==> src/rtl/sr_ff_driver.sv <==
// sr_ff_driver: queued excitation driver for an SR flip-flop.
// Each command names a target q. The driver applies the legal one-cycle s/r
// excitation for that target, then checks the returned q. It can keep
// monitoring q for a programmable number of hold cycles. Any mismatch pulses
// err, bumps a saturating counter and resyncs the internal q model.
// s and r are never asserted together.
module sr_ff_driver #(
  parameter int DEPTH  = 4,
  parameter int HOLD_W = 4,
  parameter int ERR_W  = 8
) (
  input  logic              clk,
  input  logic              rst,
  input  logic              cmd_valid,
  output logic              cmd_ready,
  input  logic              cmd_bit,
  input  logic [HOLD_W-1:0] cmd_hold,
  input  logic              q_fb,
  output logic              s,
  output logic              r,
  output logic              q_model,
  output logic              busy,
  output logic              err,
  output logic [ERR_W-1:0]  err_cnt
);

  localparam int PTR_W = $clog2(DEPTH);
  localparam int AW    = PTR_W + 1;

  typedef enum logic [1:0] {IDLE, DRIVE, CHECK, HOLD} state_t;

  // Saturating increment: the mismatch count sticks at all-ones.
  function automatic logic [ERR_W-1:0] sat_inc(input logic [ERR_W-1:0] v);
    return (&v) ? v : v + ERR_W'(1);
  endfunction

  // Each FIFO entry is {target bit, hold count}.
  logic [HOLD_W:0]     mem_q [DEPTH];
  logic [AW-1:0]       wr_ptr_q, rd_ptr_q;
  logic                full, empty, push, pop;
  logic [HOLD_W:0]     head;

  state_t              state_q, state_d;
  logic                tgt_q, tgt_d;
  logic [HOLD_W-1:0]   hold_cnt_q, hold_cnt_d;
  logic                q_model_q, q_model_d;
  logic                s_q, s_d, r_q, r_d;
  logic                err_q, err_d;
  logic [ERR_W-1:0]    err_cnt_q, err_cnt_d;
  logic                mismatch;

  // The pointers carry one extra wrap bit. Equal pointers mean empty.
  // Pointers that differ only in the wrap bit mean full.
  assign empty = (wr_ptr_q == rd_ptr_q);
  assign full  = (wr_ptr_q[PTR_W] != rd_ptr_q[PTR_W]) &&
                 (wr_ptr_q[PTR_W-1:0] == rd_ptr_q[PTR_W-1:0]);
  assign push  = cmd_valid && !full;
  assign pop   = (state_q == IDLE) && !empty;
  assign head  = mem_q[rd_ptr_q[PTR_W-1:0]];

  assign cmd_ready = !full;
  assign busy      = (state_q != IDLE) || !empty;
  assign s         = s_q;
  assign r         = r_q;
  assign q_model   = q_model_q;
  assign err       = err_q;
  assign err_cnt   = err_cnt_q;

  // FIFO storage is written on accepted commands; reset discards it via the pointers.
  always_ff @(posedge clk) begin
    if (push) mem_q[wr_ptr_q[PTR_W-1:0]] <= {cmd_bit, cmd_hold};
  end

  // FIFO pointers.
  always_ff @(posedge clk or negedge rst) begin
    if (!rst) begin
      wr_ptr_q <= '0;
      rd_ptr_q <= '0;
    end else begin
      if (push) wr_ptr_q <= wr_ptr_q + AW'(1);
      if (pop)  rd_ptr_q <= rd_ptr_q + AW'(1);
    end
  end

  // Next-state, excitation and mismatch logic.
  always_comb begin
    state_d    = state_q;
    tgt_d      = tgt_q;
    hold_cnt_d = hold_cnt_q;
    q_model_d  = q_model_q;
    s_d        = 1'b0;
    r_d        = 1'b0;
    err_d      = 1'b0;
    err_cnt_d  = err_cnt_q;
    mismatch   = 1'b0;
    case (state_q)
      IDLE: begin
        if (!empty) begin
          tgt_d      = head[HOLD_W];
          hold_cnt_d = head[HOLD_W-1:0];
          // Excitation table: set only for 0->1, reset only for 1->0.
          // q_model_q cannot be both 0 and 1, so s and r are exclusive.
          s_d        = !q_model_q && head[HOLD_W];
          r_d        = q_model_q && !head[HOLD_W];
          state_d    = DRIVE;
        end
      end
      DRIVE: state_d = CHECK;
      CHECK: begin
        mismatch  = (q_fb != tgt_q);
        // On a match q_fb equals tgt. On a mismatch the model resyncs to q_fb.
        q_model_d = q_fb;
        state_d   = (hold_cnt_q == HOLD_W'(0)) ? IDLE : HOLD;
      end
      HOLD: begin
        mismatch   = (q_fb != q_model_q);
        q_model_d  = q_fb;
        hold_cnt_d = hold_cnt_q - HOLD_W'(1);
        if (hold_cnt_q == HOLD_W'(1)) state_d = IDLE;
      end
      default: state_d = IDLE;
    endcase
    if (mismatch) begin
      err_d     = 1'b1;
      err_cnt_d = sat_inc(err_cnt_q);
    end
  end

  // Control and output registers.
  always_ff @(posedge clk or negedge rst) begin
    if (!rst) begin
      state_q    <= IDLE;
      tgt_q      <= 1'b0;
      hold_cnt_q <= '0;
      q_model_q  <= 1'b0;
      s_q        <= 1'b0;
      r_q        <= 1'b0;
      err_q      <= 1'b0;
      err_cnt_q  <= '0;
    end else begin
      state_q    <= state_d;
      tgt_q      <= tgt_d;
      hold_cnt_q <= hold_cnt_d;
      q_model_q  <= q_model_d;
      s_q        <= s_d;
      r_q        <= r_d;
      err_q      <= err_d;
      err_cnt_q  <= err_cnt_d;
    end
  end

endmodule
==> config.mk <==
export PLATFORM = sky130hd
export DESIGN_NAME = sr_ff_driver
export DESIGN_NICKNAME = d
export VERILOG_FILES = /design/src/rtl/sr_ff_driver.sv
export SDC_FILE = /design/constraint.sdc
export NUM_CORES = 1
export LEC_CHECK = 0
export CAP_MARGIN = 20
export CORE_MARGIN = 4
export CORE_UTILIZATION = 45
export CTS_BUF_LIST = sky130_fd_sc_hd__clkbuf_8
export CTS_CLUSTER_DIAMETER = 120
export DETAILED_ROUTE_END_ITERATION = 8
export GPL_TIMING_DRIVEN = 0
export PLACE_DENSITY = 0.64
export SYNTH_ARGS = -nofsm -noshare
export SYNTH_HDL_FRONTEND = slang
export SYNTH_SLANG_ARGS = --single-unit
==> constraint.sdc <==
create_clock -name clk -period 1.9 [get_ports clk]
set_clock_uncertainty 0.1 [all_clocks]
set_input_delay 0.38 -clock clk [delete_from_list [all_inputs] [get_ports clk]]
set_output_delay 0.38 -clock clk [all_outputs]
set_load 0.02 [all_outputs]
# After elaboration in Yosys (flattened, before gate mapping)
# Memories as Yosys holds them, arrays and structs flattened.
# Index checks and enable logic that the tools add are counted.
# word_totals
reg_bits,25
latch_bits,0
mem_bits_rw,20
mem_bits_ro,0
in_bits,9
out_inout_bits,14
elab_cells,62
mem_count,1
# classes
n_addsub,4
multipliers,0
div,0
n_lt_le_gt_ge,0
n_eq_ne,11
shifts,0
mux,14
bitwise,2
reduce_logical,20
# mem_list
memory,depth,word_bits,read_ports,rd_ports_with_merged_regs,wr,line,rtl
mem_q,4,5,1,0,1,38,logic [HOLD_W:0] mem_q [DEPTH];
# op_table
operator,count
"adder 8 x 1 -> 8 bit, second input constant",1
one-hot mux 2 bit (4 select lines),1
one-hot mux 4 bit (2 select lines),1
AND reduction 2 bit,4
AND reduction 8 bit,1
two-way mux 1 bit,7
"adder 3 x 1 -> 3 bit, second input constant",2
two-way mux 2 bit,3
logical AND 1 bit,5
"== test 2 bit, second input constant",2
"== test 4 x 1 -> 1 bit, second input constant",1
zero test 1 bit,4
zero test 4 bit,1
two-way mux 4 bit,1
"!= test 2 bit, second input constant",2
nonzero test 2 bit,2
"subtractor 4 x 1 -> 4 bit, second input constant",1
== test 3 bit,1
!= test 1 bit,3
"== test 2 x 1 -> 1 bit, second input constant",1
== test 2 bit,1
zero test 2 bit,1
inverter 1 bit,2
one-hot mux 1 bit (2 select lines),1
2 further kinds,2

# Longest topological paths before layout
# depth
depth_word,6
depth_mapped,6
mapped_depth_nobuf,6

# Least setup slack after synthesis
# OpenSTA, ideal clock, no wires.
# synth_path
kind,register to register
start,reg rd_ptr_q[0]
end,reg wr_ptr_q[1]
setup_time_ps,128
t_arrival_ps,1624
required_time_ps,1672
setup_slack_ps,48
stages_incl_launch_ff,7
path_buffers,2
period_less_slack_ps,1852
path_cell_list,dfrtp_1 > buf_6 > xor2_4 > or3_1 > buf_2 > nand2_2 > mux2_1
# synth_between
elab_chain_cells,4
# synth_lines
element,line,rtl
"start, declared",39,"logic [AW-1:0] wr_ptr_q, rd_ptr_q;"
"start signal, assigned",81,if (pop) rd_ptr_q <= rd_ptr_q + AW'(1);
== test 2 bit,56,(wr_ptr_q[PTR_W-1:0] == rd_ptr_q[PTR_W-1:0]);
logical AND 1 bit,55,assign full = (wr_ptr_q[PTR_W] != rd_ptr_q[PTR_W]) &&
zero test 1 bit,n/a,
via cmd_ready,15,"output logic cmd_ready,"
logical AND 1 bit,57,assign push = cmd_valid && !full;
"end signal, assigned",80,if (push) wr_ptr_q <= wr_ptr_q + AW'(1);
"end, declared",39,
# The timed path passes the listed nets, and every way through them passes these cells.
# A chain may end at the register's enable or synchronous reset.

# Worst setup path after layout
# layout_path
start,reg rd_ptr_q[0]
end,out cmd_ready
# layout_between
elab_chain_cells,3
# layout_lines
element,line,rtl
== test 2 bit,56,
logical AND 1 bit,55,
zero test 1 bit,61,assign cmd_ready = !full;
"end, declared",15,
# Every way passes these cells.

==> metrics.md <==
| Metric | Value |
|---|---|
| Flop-to-flop setup slack | `-0.10 ns` |
| Hold Vio Cnt, Final | `0` |
| ANT nets after route | `0` |
| Failing checks | `setup timing` |
| Clock Tree Buf Depth | `2` |
| Number of global-route vias before repair | `1344` |
| Root Buffer | `clkbuf_8` |
| Fmax | `490 MHz` |
| RR Startpoint | `rd_ptr_q[0]` |
| GRT Residual Overflow | `0` |
| Initial core utilization | `47.7%` |
| Worst-path clk slew | `0.08 ns` |
| Largest net degree at the start of global routing | `26` |
| Leading cell types by count after synthesis | `dfrtp_1 (25), edfxtp_1 (20), inv_1 (10), nand2_1 (10), nor2_1 (9)` |
| PortBufs | `22` |
| Final hold slack | `0.284 ns` |
| Num CTS Buffers | `5` |
| Area share of the largest cell type after synthesis | `29.5%` |
| Relative slew slack | `71.4%` |
| Core footprint | `4440 sq um` |
| Clk_lat worst skew | `0.29 ns` |
| CP Class | `register to primary output` |
| RePlAce Congestion | `0.792` |
| Reg2Reg Capture Point | `wr_ptr_q[1]` |
| Req. time, crit path | `1.42 ns` |
| Leakage power | `1.13 nW` |
| Avg Vias per Cell | `5.31` |
| Fin worst setup slack | `-0.141 ns` |
| Hold WC Path Type | `input pin to asynchronous set/reset pin` |
| Die area | `5880 sq um` |
| Max Cap Viol | `0` |
| WP data arrival | `1.56 ns` |
| Slew Limit Fails | `0` |
| Pwr Density | `1640 nW/um^2` |
| Routed len/inst | `15.1 um` |
| Fin Setup TNS | `-0.670 ns` |
| DRT iter0 DRCs | `75` |
| Io pins | `23` |
| Seq. cell area | `1230 sq um` |
| Seq/Total Area, Yosys | `57.8%` |
| Post-CTS Hold Buffers | `0` |
| Count leader, synth | `dfrtp_1` |
| CTS tree | `built` |
| Die height | `76.7 um` |
| DR pass1 iterations | `4` |
| Ant diodes | `0` |
| Vias | `1355` |
| Synth Instances | `158` |
| Dpl hpwl | `2640 um` |
| Outcome | `finished with violations` |
| Post-synthesis cell type count | `41` |
| RSZ-0062 raised after global routing | `yes` |
| Final setup vio count | `24` |
| Initial antenna violation count | `0` |
| Row Count | `24` |
| Area contributors post-synth | `dfrtp_1 (29%), edfxtp_1 (28%), ha_1 (4.7%), mux4_2 (3.2%), mux4_1 (2.5%)` |
| Multi-input logic area | `887 sq um` |
| Ys flop type | `dfrtp_1` |
| Total length of routed wires | `3860 um` |
| Area delta synth->final | `28.8%` |
| Worst slew pin tran | `0.428 ns` |
| Gr usage total | `14.5%` |
| First-pass GRT wire length | `6680 um` |
| Clock sinks | `45` |
| Share of post-route cells with drive strength above 1 | `25.1%` |
| Setup crit end kind | `primary output` |
| Util after Layout | `61.5%` |
| R2r worst-path depth | `7` |
| Number of synthesized flops with an enable pin | `20` |
| Final net count | `219` |
| Die width | `76.7 um` |
| Yosys reg bits | `45` |
| Syn Area/Cell | `13.4 sq um` |
| Fraction of registers with async set/reset | `55.6%` |
| Drt drc | `0` |
| VDD IR max | `0.786 mV` |
| Min cycle time layout | `2.04 ns` |
| CTS H-tree lvls | `2` |
| Yosys warnings | `0` |
| Critical Path Source Type | `register` |
| Cell Area, Synth | `2120 sq um` |
| Synthesized net count | `175` |
| Peak fanout along the critical path | `3` |
| Synth area leader | `dfrtp_1` |
| Final period utilization | `107%` |
| Fillers | `372` |
==> kinds of logic (layout without fill, tap and decap cells) <==
family,after synthesis,count (layout),share of synthesized area (%)
buffers and inverters,15,60,3.13
XOR/XNOR,12,12,6.19
adder cells (fa/ha/maj),8,8,4.72
multiplexers,15,15,10.9
flip-flops,45,45,57.8
AO/OA/AOI/OAI,24,24,7.72
AND/OR/NAND/NOR,39,39,9.55
==> registers in the layout (all words and copies together), names as in the netlist <==
name        cells
r               1
state_q         2
tgt_q           1
q_model         1
s               1
rd_ptr_q        3
err_cnt         8
hold_cnt_q      4
wr_ptr_q        3
err             1
mem_q          20
==> through the flow <==
stage,setup WS (ns),instances,power [mW],area [sq um]
after global placement,-0.365,232,3.29,2410
after floorplan,0.0484,158,2.84,2120
after CTS,-0.163,245,4.34,2620
after detailed placement,-0.374,232,3.37,2410
after global routing,-0.202,255,4.83,2730
final,-0.141,255,4.48,2730
==> worst max-delay path, cell delays in order (launching register included) <==
cell	delay [ns]
dfrtp_1	0.41
buf_6	0.14
xor2_4	0.18
or3_4	0.40
buf_6	0.14
==> where the power goes <==
group	leakage [nW]	switching [mW]	internal [mW]	total, mW
Clock	0.0595	0.310	0.389	0.699
Sequential	0.483	0.303	1.35	1.65
Combinational	0.583	1.01	1.11	2.12
Total	1.13	1.63	2.85	4.48
==> cells in the final DEF, fill, tap and decap left out, drive strengths merged, types with 2 or more instances in the layout <==
master / netlist / layout
inv: 10 / 11
a21oi: 4 / 4
xor2: 8 / 8
nand4: 3 / 3
a31oi: 5 / 5
or3: 2 / 2
dfrtp: 25 / 25
nor3: 2 / 2
mux4: 5 / 5
buf: 3 / 20
o211ai: 2 / 2
dlymetal6s2s: 0 / 3
nand3: 3 / 3
clkbuf: 2 / 7
xnor2: 4 / 4
ha: 8 / 8
o21ai: 7 / 7
mux2: 6 / 6
mux2i: 4 / 4
edfxtp: 20 / 20
nor2: 9 / 9
nand2: 11 / 11
clkdlybuf4s50: 0 / 17
and3: 4 / 4
==> layout make-up <==
| type | instances | area share, % |
|---|---|---|
| Clock buffer | 5 | 2.52 |
| Tap cell | 52 | 2.38 |
| Multi-Input combinational cell | 98 | 32.5 |
| Timing Repair Buffer | 38 | 13.7 |
| Sequential cell | 45 | 44.9 |
| Clock inverter | 3 | 1.56 |
| Inverter | 10 | 1.37 |
| Buffer | 4 | 1.10 |
==> worst max path at each step <==
stage / slack, ns / to / start
after CTS: -0.16 / cmd_ready / rd_ptr_q[0]
after detailed placement: -0.37 / cmd_ready / rd_ptr_q[0]
final: -0.14 / cmd_ready / rd_ptr_q[0]
after floorplan: 0.05 / wr_ptr_q[1] / rd_ptr_q[0]
after global routing: -0.20 / cmd_ready / rd_ptr_q[0]
after global placement: -0.36 / cmd_ready / rd_ptr_q[0]
==> repair_timing <==
item,4_1_cts,5_1_grt
buffers inserted,6,9
setup endpoints to repair,21,24
gates resized for setup,24,10
pin swaps,2,5
==> per-layer routing <==
layer  GRT usage, %  wire length, um  up-vias
li1               -                -      657
met1           18.6             1740      673
met2           22.8             1930       21
met3           5.15              157        4
met4           5.07               35        0
met5              0                0        -
Power figures use the tool's default switching activity.
==> variant 1: new RTL, same settings <==
Encoding of `state_t`: now Gray code (2 bits for 4 states).
--- a/src/rtl/sr_ff_driver.sv
+++ b/src/rtl/sr_ff_driver.sv
@@ -28,5 +28,5 @@
   localparam int AW    = PTR_W + 1;
 
-  typedef enum logic [1:0] {IDLE, DRIVE, CHECK, HOLD} state_t;
+  typedef enum logic [1:0] {IDLE = 2'b00, DRIVE = 2'b01, CHECK = 2'b11, HOLD = 2'b10} state_t;
 
   // Saturating increment: the mismatch count sticks at all-ones.
Check against the original RTL: same outputs for any inputs over 10 cycles, from zero or initial values and one cycle with rst low; not proved beyond that.
==> variant 1 against the original RTL <==
  * Wire length decreased by 2.4%
  * Total power decreased by 0.44%
  * Via count decreased by 2.1%
  * Clock power decreased by 15%
  * Die area decreased by 0.95%
  * First-iteration DRC count increased by 17%
  * Highest routed layer unchanged
  * Worst setup slack improved by 0.16 ns
  * Utilization decreased by 2.3 points
  * Sequential cell count unchanged
  * Final cell count decreased by 4.7%
  * Synthesized area decreased by 1.1%
  * Synthesized cell count decreased by 4.4%
  * Final area decreased by 3.8%
==> variant 1: results (changes against the original RTL) <==
| Metric | Value |
|---|---|
| Dpl hpwl | 2620 um (was 2640 um) |
| DR vias/cell | 5.46 (was 5.31) |
| Placed Cells | 225 (was 232) |
| Post-synthesis compound-gate area fraction | 0.0572 (was 0.0772) |
| GPL Wtd Cong | 0.762 (was 0.792) |
| Mapped Cells | 151 (was 158) |
| Reg2reg start | state_q[0] (was rd_ptr_q[0]) |
| Power Clock | 594 uW (was 699 uW) |
| R2r setup slk | 0.09 ns (was -0.10 ns) |
| Count of cell types in the netlist | 36 (was 41) |
| Syn nets | 168 (was 175) |
| Nets | 207 (was 219) |
| Status | complete, no violations (was complete, but fails checks) |
| Net switching power figure | 1.65 mW (was 1.63 mW) |
| Post-DP Area | 0.00238 sq mm (was 0.00241 sq mm) |
| Routed wire length | 3770 um (was 3860 um) |
| Relative slew slack | 0.700 (was 0.714) |
| Final Critical Period | 1.88 ns (was 2.04 ns) |
| Synth Area in XOR/XNOR | 0.0417 (was 0.0619) |
| Synth Area in Adders | 0.0477 (was 0.0472) |
| Initial DRC Count | 88 (was 75) |
| Synth top area cells | dfrtp_1 (30%), edfxtp_1 (29%), mux4_1 (6.3%), ha_1 (4.8%), xnor2_1 (2.9%) (was dfrtp_1 (29%), edfxtp_1 (28%), ha_1 (4.7%), mux4_2 (3.2%), mux4_1 (2.5%)) |
| Place WS | -0.268 ns (was -0.374 ns) |
| Gr usage total | 0.145 (about the same) |
| Comb pwr share | 0.497 (was 0.474) |
| Comb pwr | 2.21 mW (was 2.12 mW) |
| Most frequent cells after synthesis | dfrtp_1 (25), edfxtp_1 (20), nand2_1 (9), nor2_1 (9) (was dfrtp_1 (25), edfxtp_1 (20), inv_1 (10), nand2_1 (10), nor2_1 (9)) |
| Maximum fanout along the worst path | 4 (was 3) |
-- variant 1: per-layer routing --
layer / wire length (um) / track usage / vias to the layer above
li1: - / - / 629
met2: 1880 / 0.235 / 30
met5: 0 / 0 / -
met1: 1610 / 0.176 / 660
met3: 186 / 0.0426 / 8
met4: 91 / 0.0725 / 0
-- variant 1: cells by family (layout without fill, tap and decap cells) --
logic type / after synthesis / in the layout
flip-flops: 45 / 45
AND/OR/NAND/NOR: 42 / 42
AO/OA/AOI/OAI: 19 / 19
buffers and inverters: 14 / 54
multiplexers: 13 / 13
XOR/XNOR: 10 / 10
adder cells (fa/ha/maj): 8 / 8
-- variant 1: worst paths after layout --
kind,to,depth (start not counted)
setup / recovery,busy,5
hold / removal,hold_cnt_q[2],1
setup reg to reg,err_cnt[1],5
hold reg to reg,wr_ptr_q[2],1
max in group asynchronous,wr_ptr_q[1],2
min in group clk,wr_ptr_q[2],1
-- variant 1: critical path, delay by kind of cell, from the launching register on --
family | cells | cell delay [ns]
xor+xnor | 1 | 0.14
flops | 1 | 0.40
simple gates | 2 | 0.29
buf+inv | 2 | 0.27
-- variant 1: final cells by class --
class	count	area, sq um
clock inverters	3	21.3
clock buffers	5	68.8
repair buffers	33	314
well taps	52	65.1
inverters	8	30.0
fillers	342	1810
plain buffers	5	48.8
flip-flops and latches	45	1230
multi-input cells	92	853
-- variant 1: metrics by stage --
step	hold WS, ns	TNS [ns]
after CTS	0.429	-0.0110
after detailed placement	0.384	-0.978
after floorplan	-0.0156	0
after global routing	0.260	-0.0884
after global placement	0.376	-0.566
final	0.240	0
-- variant 1: repair_timing --
action,4_1_cts,5_1_grt
pin swaps,2,0
resized for setup,20,6
buffers inserted,8,2
setup endpoints to repair,3,11
gates cloned,0,0
==> variant 2: new RTL, same settings <==
Without the edit above. The parameter `ERR_W` goes from 8 to 7.
--- a/src/rtl/sr_ff_driver.sv
+++ b/src/rtl/sr_ff_driver.sv
@@ -8,5 +8,5 @@
   parameter int DEPTH  = 4,
   parameter int HOLD_W = 4,
-  parameter int ERR_W  = 8
+  parameter int ERR_W  = 7
 ) (
   input  logic              clk,
Ports: changed (resized err_cnt); port bits go from 23 to 22. No check against the original RTL was run, so the function may have changed too.
==> variant 2 against the original RTL <==
  * The run still ends with setup timing left
  * Worst setup slack improved by 0.020 ns
  * Final area decreased by 4.7%
  * Utilization decreased by 2.1 points
  * Combinational power decreased by 5%
  * Wire length decreased by 4.9%
  * Synthesized area decreased by 2.9%
  * Global-route usage decreased by 0.56 points
  * Sequential share of layout area increased by 1.3 points
  * Register-to-register slack improved by 0.05 ns
  * Count of clock-buffer cells in the layout unchanged
  * Total power decreased by 3.7%
  * Sequential cell count decreased by 1
  * Critical path depth unchanged
  * Critical endpoint unchanged
==> variant 2: results (changes against the original RTL) <==
| Metric | Value |
|---|---|
| Status | complete, but fails checks (unchanged) |
| Failing checks | setup timing (unchanged) |
| Via Count | 1253 (was 1355) |
| # fillers | 348 (was 372) |
| FF/Latch Area | 0.00120 sq mm (was 0.00123 sq mm) |
| Total die area | 0.00572 sq mm (was 0.00588 sq mm) |
| Share of cells above drive strength 1 | 0.218 (was 0.251) |
| Seq area share | 0.462 (was 0.449) |
| Seq/Total Area, Yosys | 0.583 (was 0.578) |
| Clock-cell share | 0.0408 (about the same) |
| Net switching power figure | 1.54 mW (was 1.63 mW) |
| First-pass GRT wire length | 5770 um (was 6680 um) |
| Slew @ Worst Pin | 0.375 ns (was 0.428 ns) |
| FFs w/ async S/R, synth | 0.545 (was 0.556) |
| GPL Wtd Cong | 0.784 (was 0.792) |
| Post-DP Area | 0.00233 sq mm (was 0.00241 sq mm) |
| DR WL/cell | 15.3 um (was 15.1 um) |
| Clk sink count | 44 (was 45) |
| IO buf count | 21 (was 22) |
| Signal inverters | 8 (was 10) |
| Place WS | -0.365 ns (was -0.374 ns) |
| R2r setup slk | -0.05 ns (was -0.10 ns) |
| Setup ws final | -0.121 ns (was -0.141 ns) |
| #MultiIn Comb | 89 (was 98) |
| Buffers, non-clock | 39 (was 42) |
| Most frequent cells after synthesis | dfrtp_1 (24), edfxtp_1 (20), nor2_1 (9) (was dfrtp_1 (25), edfxtp_1 (20), inv_1 (10), nand2_1 (10), nor2_1 (9)) |
| Syn Area/Cell | 14.1 sq um (was 13.4 sq um) |
| Max FFs per register | 20 (unchanged) |
| Syn nets | 163 (was 175) |
| Multi-input gate share of the layout cell area | 0.321 (was 0.325) |
| Hold_ws | 0.232 ns (was 0.284 ns) |
| VDD IR max | 0.618 mV (was 0.786 mV) |
| Initial DRC Count | 64 (was 75) |
| Nets | 204 (was 219) |
| Setup violators final | 13 (was 24) |
| Setup TNS | -0.285 ns (was -0.670 ns) |
| Count of cell types in the netlist | 38 (was 41) |
| Synth top area cells | dfrtp_1 (29%), edfxtp_1 (29%), mux4_1 (6.4%), ha_1 (4.9%), xor2_1 (3.4%) (was dfrtp_1 (29%), edfxtp_1 (28%), ha_1 (4.7%), mux4_2 (3.2%), mux4_1 (2.5%)) |
| Signal buf overhead | 0.140 (was 0.148) |
| Dpl hpwl | 2570 um (was 2640 um) |
| WP data arrival | 1.54 ns (was 1.56 ns) |
| Power Clock | 679 uW (was 699 uW) |
| Vias in the first global route | 1246 (was 1344) |
| Placed Cells | 219 (was 232) |
| Drt pass-1 iters | 4 (unchanged) |
| Internal power | 2.77 mW (was 2.85 mW) |
| DR vias/cell | 5.22 (was 5.31) |
| LEAKAGE | 1.10 nW (was 1.13 nW) |
| CP startpoint | rd_ptr_q[0] (unchanged) |
| Gr usage total | 0.140 (was 0.145) |
[variant 2: cell types whose count changed in the layout (fill, tap and decap cells not counted), sizes merged, moves of 3 or more]
cell,delta
a31oi,-4
inv,-3
nand2,-6
nand4,-3
nor3,+4
o21ai,-3
[variant 2: cell families after synthesis]
kind of cell,after synthesis,synth area share
adder cells (fa/ha/maj),8,0.0486
multiplexers,13,0.106
flip-flops,44,0.583
XOR/XNOR,13,0.0681
AO/OA/AOI/OAI,19,0.0687
AND/OR/NAND/NOR,36,0.0942
buffers and inverters,13,0.0316
[variant 2: layer usage]
metal | routed length, um | track usage
met1 | 1550 | 0.168
met2 | 1930 | 0.236
met3 | 144 | 0.0435
met4 | 49 | 0.0524
met5 | 0 | 0
[variant 2: what timing repair did]
item | CTS | global route
gates resized for setup | 17 | 11
endpoints found under the setup margin | 12 | 28
buffers inserted | 4 | 9
pin swaps | 6 | 3
